### src/rtl/store_rmw_ctrl_pkg.sv
// rtl/store_rmw_ctrl_pkg.sv - shared sizes, store-size codes and FSM states for the store sequencer
package store_rmw_ctrl_pkg;

  localparam int DATA_W = 32;
  localparam int CNT_W  = 4;

  localparam logic [1:0] SS_WORD = 2'b00;
  localparam logic [1:0] SS_BYTE = 2'b01;
  localparam logic [1:0] SS_HALF = 2'b10;
  localparam logic [1:0] SS_RSVD = 2'b11;

  typedef enum logic [2:0] {
    ST_IDLE  = 3'd0,
    ST_READ  = 3'd1,
    ST_WAIT  = 3'd2,
    ST_WRITE = 3'd3,
    ST_DONE  = 3'd4
  } state_t;

endpackage

### src/rtl/store_merge.sv
// rtl/store_merge.sv - merges store data into the low lane of the captured memory word
module store_merge
  import store_rmw_ctrl_pkg::*;
(
  input  logic [1:0]        size,
  input  logic [DATA_W-1:0] mdr,
  input  logic [DATA_W-1:0] b,
  output logic [DATA_W-1:0] merged
);

  // Byte/half always land in the low bits; the address offset never picks a lane.
  always_comb begin
    merged = b;
    case (size)
      SS_BYTE: merged = {mdr[DATA_W-1:8], b[7:0]};
      SS_HALF: merged = {mdr[DATA_W-1:16], b[15:0]};
      SS_RSVD: merged = mdr;
      default: merged = b;
    endcase
  end

endmodule

### src/rtl/store_rmw_ctrl.sv
// rtl/store_rmw_ctrl.sv - multicycle store sequencer: direct word writes, read-modify-write for byte/half
module store_rmw_ctrl
  import store_rmw_ctrl_pkg::*;
#(
  parameter int MEM_LATENCY = 1
) (
  input  logic              clk,
  input  logic              reset,
  input  logic              start,
  input  logic [1:0]        store_size,
  input  logic [DATA_W-1:0] addr,
  input  logic [DATA_W-1:0] b_data,
  input  logic [DATA_W-1:0] mem_rdata,
  output logic [DATA_W-1:0] mem_addr,
  output logic              mem_rd,
  output logic              mem_wr,
  output logic [DATA_W-1:0] mem_wdata,
  output logic              busy,
  output logic              done,
  output logic              err
);

  localparam logic [CNT_W-1:0] WAIT_INIT = CNT_W'(MEM_LATENCY - 1);

  state_t             state;
  logic [DATA_W-1:2]  addr_q;
  logic [DATA_W-1:0]  b_q;
  logic [DATA_W-1:0]  mdr_q;
  logic [1:0]         size_q;
  logic [CNT_W-1:0]   wait_cnt;
  logic [DATA_W-1:0]  merged;
  logic               unused_offset;

  // The byte offset is deliberately dropped: memory is word addressed and merges hit the low lane.
  assign unused_offset = ^addr[1:0];

  // Sequencer: latches the request in IDLE and steps READ/WAIT/WRITE/DONE with registered strobes.
  always_ff @(posedge clk or negedge reset) begin
    if (!reset) begin
      state    <= ST_IDLE;
      addr_q   <= '0;
      b_q      <= '0;
      mdr_q    <= '0;
      size_q   <= '0;
      wait_cnt <= '0;
      mem_rd   <= 1'b0;
      mem_wr   <= 1'b0;
      busy     <= 1'b0;
      done     <= 1'b0;
      err      <= 1'b0;
    end else begin
      case (state)
        ST_IDLE: begin
          if (start) begin
            addr_q <= addr[DATA_W-1:2];
            b_q    <= b_data;
            size_q <= store_size;
            busy   <= 1'b1;
            case (store_size)
              SS_WORD: begin
                state  <= ST_WRITE;
                mem_wr <= 1'b1;
              end
              SS_BYTE, SS_HALF: begin
                state  <= ST_READ;
                mem_rd <= 1'b1;
              end
              default: begin
                state <= ST_DONE;
                done  <= 1'b1;
                err   <= 1'b1;
              end
            endcase
          end
        end
        ST_READ: begin
          mem_rd   <= 1'b0;
          wait_cnt <= WAIT_INIT;
          state    <= ST_WAIT;
        end
        ST_WAIT: begin
          if (wait_cnt != '0) begin
            wait_cnt <= wait_cnt - 1'b1;
          end else begin
            mdr_q  <= mem_rdata;
            mem_wr <= 1'b1;
            state  <= ST_WRITE;
          end
        end
        ST_WRITE: begin
          mem_wr <= 1'b0;
          done   <= 1'b1;
          state  <= ST_DONE;
        end
        ST_DONE: begin
          done  <= 1'b0;
          err   <= 1'b0;
          busy  <= 1'b0;
          state <= ST_IDLE;
        end
        default: begin
          mem_rd <= 1'b0;
          mem_wr <= 1'b0;
          done   <= 1'b0;
          err    <= 1'b0;
          busy   <= 1'b0;
          state  <= ST_IDLE;
        end
      endcase
    end
  end

  store_merge u_merge (
    .size   (size_q),
    .mdr    (mdr_q),
    .b      (b_q),
    .merged (merged)
  );

  // Address and write data come only from latched copies; both read as zero outside their use.
  assign mem_addr  = busy ? {addr_q, 2'b00} : '0;
  assign mem_wdata = mem_wr ? merged : '0;

endmodule
### config.mk
export PLATFORM = sky130hd
export DESIGN_NAME = store_rmw_ctrl
export DESIGN_NICKNAME = d
export VERILOG_FILES = /design/src/rtl/store_rmw_ctrl_pkg.sv /design/src/rtl/store_merge.sv /design/src/rtl/store_rmw_ctrl.sv
export SDC_FILE = /design/constraint.sdc
export NUM_CORES = 1
export LEC_CHECK = 0
export BUFFER_PORTS_ARGS = -buffer_cell sky130_fd_sc_hd__buf_2
export CORE_ASPECT_RATIO = 0.9
export CORE_MARGIN = 1.5
export CORE_UTILIZATION = 46
export CTS_CLUSTER_DIAMETER = 40
export DETAILED_ROUTE_END_ITERATION = 16
export HOLD_SLACK_MARGIN = 0.02
export PLACE_DENSITY = 0.77
export SLEW_MARGIN = 20
export SYNTH_ARGS = -nofsm -noshare
export SYNTH_HDL_FRONTEND = slang
export SYNTH_SLANG_ARGS = --single-unit
### constraint.sdc
create_clock -name clk -period 1.5 [get_ports clk]
set_input_delay 0.075 -clock clk [delete_from_list [all_inputs] [get_ports clk]]
set_output_delay 0.075 -clock clk [all_outputs]
set_load 0.01 [all_outputs]
==> impl_metrics.tcl, run 1 <==
set metrics [dict create \
    status "finished, violations left" \
    violations "negative setup slack" \
    cts_buffer_depth 2 \
    max_clock_freq_ghz 0.569 \
    ctsHtreeMaxLevel 3 \
    finalSetupViolations 123 \
    dr.pass1.iters 4 \
    maxCapViolCount 0 \
    nets 797 \
    synthArstFlopShare 1.00 \
    dp_worst_setup_slack_ns -0.0684 \
    clock_latency_ns 0.35 \
    critPathKind "flop to output pin" \
    grt_busiest_layer "met2" \
    syn2layout_area_growth_pct 60.8 \
    netlist-cell-type-count 38 \
    multiInputGateArea_sq_um 2490 \
    die_h_um 102 \
    die_x_um 113 \
    routed_wirelength_um 15400 \
    syn_inst 403 \
    synth_ff_type "dfrtp_1" \
    drtIter0Drc 168 \
    p_per_area_nw_per_um2 2060 \
    hold_class "primary input to flop" \
    grt_use_met1 0.281 \
    antenna_found_initial 1 \
    crit_required_ns 1.42 \
    rsz0062_at_grt "yes" \
    cts_root_buf "clkbuf_16" \
    cts_made_buffers 9 \
    irDropWorstVdd_mv 1.08 \
    synthTopCellsByCount "dfrtp_1, mux2_1, nand2_1" \
    dieArea_sq_um 11600 \
    core.rowCount 36 \
    crit_path_max_incr_delay_ns 0.48 \
    p_leak_uw 0.00397 \
    syn-cell-area_sq_um 5030 \
    whs_ns 0.148 \
    skew_ns 0.00516 \
    via_per_inst 5.09 \
    grt_pass1_vias 4295 \
    ys_ff_latch 108 \
    crit_path_max_fanout 8 \
    grtUsageTotal 0.240 \
    vias 4232 \
    layout.cells.non_filler 831 \
    wl_per_cell_um 18.6 \
    cp_slowest_cell "dfrtp_2" \
    setup_slack_ns -0.257 \
    grt_use_met2 0.424 \
    yosysWarnings 0 \
    hpwl_um 8010 \
    drc_errors 0 \
    crit_arrival_ns 1.68 \
    finalHoldViolations 0 \
    fill_cells 644 \
    dp_cells 699 \
    synth_area_leaders "dfrtp_1, mux2_1, mux2_2" \
    ys_seq_area_frac 0.537 \
    post-route-period-util 1.17 \
    cp-end-kind "output pin" \
    gp_congestion 0.778 \
    initial_utilization 0.469 \
    synth_top_area_cell "dfrtp_1" \
    use_met3 0.0623 \
    ios 170 \
    slew_viol_final 0 \
    drive_above_1_share 0.499 \
    syn_area_per_cell_sq_um 12.5 \
    grt_max_degree 46 \
    ant_nets 0 \
    cts.sinks 108 \
    cp-start-kind "flop" \
    synth_edf_count 0 \
    regArea_sq_um 2710 \
    cts_tree "built" \
    cp_cell_sequence "nor2_4 > buf_6 > nand2_1 > a21boi_1 > buf_2" \
    period_needed_ns 1.76 \
    synth.most_common_cell "dfrtp_1" \
    grt_pass1_wl_um 21300 \
    synth_top_area_share 0.537 \
    io_buffers 165 \
    overflow 0 \
    coreArea_sq_um 10700 \
    path_clk_slew_ns 0.07 \
]
==> layer usage <==
metal	share of wire	up-vias
li1	-	1960
met1	0.41	2094
met2	0.51	142
met3	0.050	36
met4	0.025	0
met5	0	-
==> what timing repair did <==
| action | 4_1_cts | 5_1_grt |
|---|---|---|
| hold buffers | 97 | 0 |
| resized for setup | 66 | 61 |
| setup endpoints to repair | 119 | 132 |
| buffers inserted | 3 | 5 |
| endpoints found under the hold margin | 124 | 0 |
| pin swaps | 2 | 14 |
| gates cloned | 4 | 8 |
==> per-stage QoR <==
step / util / setup TNS, ns / total power (uW) / area (sq um)
final: 0.755 / -11.06 / 16700 / 8090
after CTS: 0.714 / -6.42 / 15100 / 7650
after global routing: 0.755 / -17.38 / 17500 / 8090
after detailed placement: 0.572 / -3.06 / 11600 / 6130
after floorplan: - / -0.0373 / 9380 / 5050
after global placement: 0.572 / -0.736 / 11300 / 6130
==> cell usage in the layout (no fill, tap or decap), types with 3 or more instances in the layout <==
cell type      netlist  final
nand2_1             46     38
buf_8                0      5
inv_1                6      4
dlygate4sd3_1        0     97
mux2_4               0     66
buf_4                3     19
and2_1              30     30
nand3_1             10      9
mux2_2              45     30
a21boi_1             1     11
nand2_4              0      3
nor2_1               5      4
a21boi_2             0      6
nor2b_1              8      8
mux2i_1             12     12
nand2_2              0      5
dfrtp_1            108    106
clkbuf_16            0     16
buf_2                6    164
a21boi_0            23      7
buf_12               0      9
buf_6                9      3
==> state kept, by name, summed over array words and instances (netlist names) <==
name,count
mdr_q,32
state,3
wait_cnt,4
done,1
size_q,2
mem_wr,1
err,1
addr_q,30
b_q,32
busy,1
mem_rd,1
==> area by class of cell <==
type                       instances  share of cell area
clock buffer                      11              0.0288
tap                              133              0.0206
timing repair buffer             305               0.300
sequential                       108               0.334
antenna                            1            0.000309
inverter                           6             0.00278
clock inverter                     4             0.00634
multi-input combinational        263               0.307
==> where the power goes <==
group / switching [uW] / internal (uW)
clock network: 1040 / 1290
logic: 3920 / 5100
registers: 934 / 4380
total: 5900 / 10800
==> logic make-up after synthesis <==
group                    share of synthesized area
buffers and inverters                       0.0425
multiplexers                                 0.239
flip-flops                                   0.537
AO/OA/AOI/OAI                               0.0502
AND/OR/NAND/NOR                              0.123
adder cells (fa/ha/maj)                    0.00746
other                                     0.000745
==> worst max-delay path: cells and delay by family (launching register included) <==
| family | cells | cell delay (ns) |
|---|---|---|
| buffers and inverters | 2 | 0.34 |
| DFF | 1 | 0.48 |
| and+or+nand+nor | 2 | 0.29 |
| AOI/OAI and AO/OA | 1 | 0.21 |
==> path summary, 6_finish.rpt <==
path	cells after the start	slack (ns)	to	startpoint
worst max register to register	6	-0.13	mdr_q[30]	wait_cnt[1]
min in group asynchronous	2	0.22	mdr_q[21]	reset
worst min register to register	1	0.48	busy	busy
max in group asynchronous	3	0.51	addr_q[14]	reset
worst min-delay path	3	0.15	mem_rd	start
worst max-delay path	5	-0.26	mem_wdata[31]	size_q[1]
(Power assumes the default switching activity.)
==> inputs of run 2 (changes only) <==
--- a/config.mk
+++ b/config.mk
@@ -7,12 +7,11 @@
 export LEC_CHECK = 0
 export BUFFER_PORTS_ARGS = -buffer_cell sky130_fd_sc_hd__buf_2
 export CORE_ASPECT_RATIO = 0.9
-export CORE_MARGIN = 1.5
-export CORE_UTILIZATION = 46
+export CORE_UTILIZATION = 54
 export CTS_CLUSTER_DIAMETER = 40
 export DETAILED_ROUTE_END_ITERATION = 16
 export HOLD_SLACK_MARGIN = 0.02
-export PLACE_DENSITY = 0.77
+export PLACE_DENSITY = 0.85
 export SLEW_MARGIN = 20
 export SYNTH_ARGS = -nofsm -noshare
 export SYNTH_HDL_FRONTEND = slang
==> constraint.sdc (replaced) <==
create_clock -name clk -period 2.1 [get_ports clk]
set_input_delay 0.105 -clock clk [delete_from_list [all_inputs] [get_ports clk]]
set_output_delay 0.105 -clock clk [all_outputs]
set_load 0.01 [all_outputs]
==> run 2 against run 1 <==
The flow now finishes without violations. Final area shrank 12%. Flip-flop and latch count is the same. Clock power shrank 43%. Final cell count shrank 5.8%. Global-route usage grew 3.5 points. Largest power group unchanged.
==> impl_metrics.tcl, run 2 (synthesis results as in run 1) <==
set metrics [dict create \
    relSlewSlack 0.461 \
    wl_per_cell_um 16.2 \
    slew_viol_final 0 \
    cts_setup_buffers 0 \
    drc_errors 0 \
    maxCapViolCount 0 \
    dp_cells 672 \
    cts_buffer_depth 2 \
    cts_made_buffers 9 \
    io_buffers 165 \
    path_clk_slew_ns 0.09 \
    drive_above_1_share 0.363 \
    overflow 0 \
    irDropWorstVdd_mv 0.966 \
    r2r_end "mdr_q[31]" \
    final_cell_mix "buf_2, dfrtp_1, dlygate4sd3_1, mux2_1, nand2_1" \
    finalSetupViolations 0 \
    clock_latency_ns 0.36 \
    nets 762 \
    multiInputGateArea_sq_um 2120 \
    post-route-period-util 0.907 \
    hold_depth 3 \
    cp-startpoint "size_q[0]" \
    cts_tree "built" \
    finalHoldViolations 0 \
    initial_utilization 0.554 \
    period_needed_ns 1.91 \
    critPathKind "flop to output pin" \
    antenna_found_initial 0 \
    die_x_um 104 \
    ios 170 \
    crit_required_ns 2.00 \
    rr_startpoint "wait_cnt[0]" \
    grt_pass1_wl_um 20800 \
    cp-start-kind "flop" \
    p_leak_uw 0.00341 \
    tightest_slew_ns 0.808 \
    cts.sinks 108 \
    skew_ns 0.0131 \
    coreArea_sq_um 9080 \
    totalNegativeSetupSlack_ns 0 \
    regToRegSetupSlack_ns 0.25 \
    syn2layout_area_growth_pct 41.0 \
    cts_root_buf "clkbuf_8" \
    die_h_um 93.6 \
    routed_wirelength_um 12700 \
    hpwl_um 7620 \
    ant_nets 0 \
    regArea_sq_um 2700 \
    status "finished clean" \
    gp_congestion 0.782 \
    antenna_cells 0 \
    layout.cells.non_filler 783 \
    dieArea_sq_um 9710 \
    rsz0062_at_grt "no" \
    cp-end-kind "output pin" \
    final_common_cell "buf_2" \
    crit_arrival_ns 1.80 \
    hold_class "primary input to flop" \
    fill_cells 587 \
    grt_max_degree 47 \
    dr.pass1.iters 6 \
    core.rowCount 33 \
    top_regs "b_q: 32 flops, mdr_q: 32 flops, addr_q: 30 flops" \
    crit_path_end "mem_wdata[25]" \
    ctsHtreeMaxLevel 3 \
    r2r.worst_path.cells 6 \
    grt_pass1_vias 4332 \
    p_per_area_nw_per_um2 1340 \
    via_per_inst 5.09 \
    max_clock_freq_ghz 0.525 \
    drtIter0Drc 135 \
    vias 3989 \
    grtUsageTotal 0.275 \
    crit_path_max_fanout 16 \
]
## run 2: cell types whose count changed in the layout (fill, tap and decap cells not counted), moves of 7 or more
cell       previous run  this run
clkbuf_16            16         0
buf_4                19         8
nand2_1              38        46
a21boi_0              7        23
mux2_4               66         0
clkbuf_8              0         9
mux2_1                0        51
a21boi_1             11         1
mux2_2               30        45
buf_12                9         2
## run 2: worst max-delay path: stages (launching register included)
cell	delay, ns
dfrtp_1	0.56
or2_4	0.33
nand2_1	0.09
a21boi_0	0.27
buf_2	0.20
## run 2: per-layer routing
layer / up-vias / wire, um / GRT usage
met3: 29 / 515 / 0.0453
met1: 1964 / 5100 / 0.322
met5: - / 0 / 0
li1: 1874 / - / -
met4: 0 / 320 / 0.117
met2: 122 / 6740 / 0.504
## run 2: timing repair
item,4_1_cts,5_1_grt
setup endpoints to repair,0,3
hold endpoints to repair,127,0
hold buffers,97,0
gates resized for setup,0,2
## run 2: power by group
part / leakage, uW / switching, uW / internal [uW] / total [uW]
logic: 0.00203 / 2110 / 2260 / 4370
registers: 0.00128 / 728 / 3120 / 3840
clock network: 0.0000984 / 661 / 662 / 1320
## run 2: worst min path at each step
| stage | start | to | slack, ns |
|---|---|---|---|
| 2_1_floorplan | reset | addr_q[10] | -0.19 |
| 3_3_place_gp | reset | done | 0.06 |
| 3_5_place_dp | reset | done | 0.07 |
| 4_1_cts | start | state[0] | 0.13 |
| 5_1_grt | start | state[0] | 0.17 |
| 6_report | start | state[0] | 0.15 |
## run 2: area by class of cell
class                      instances  area share
inverter                           6     0.00317
sequential                       108       0.381
multi-input combinational        262       0.299
clock inverter                     4      0.0108
tap                              122      0.0215
clock buffer                      10      0.0180
timing repair buffer             271       0.267
## run 2: metrics by stage
| step | power, uW | setup WS [ns] | hold slack, ns | utilization | area, sq um |
|---|---|---|---|---|---|
| final | 9530 | 0.195 | 0.148 | 0.781 | 7100 |
| after global routing | 10200 | 0.0331 | 0.169 | 0.781 | 7100 |
| after CTS | 9460 | 0.142 | 0.133 | 0.781 | 7090 |
| after detailed placement | 8000 | 0.265 | 0.0745 | 0.652 | 5920 |
| after global placement | 7750 | 0.311 | 0.0644 | 0.652 | 5920 |
| after floorplan | 6660 | 0.552 | -0.191 | - | 5040 |
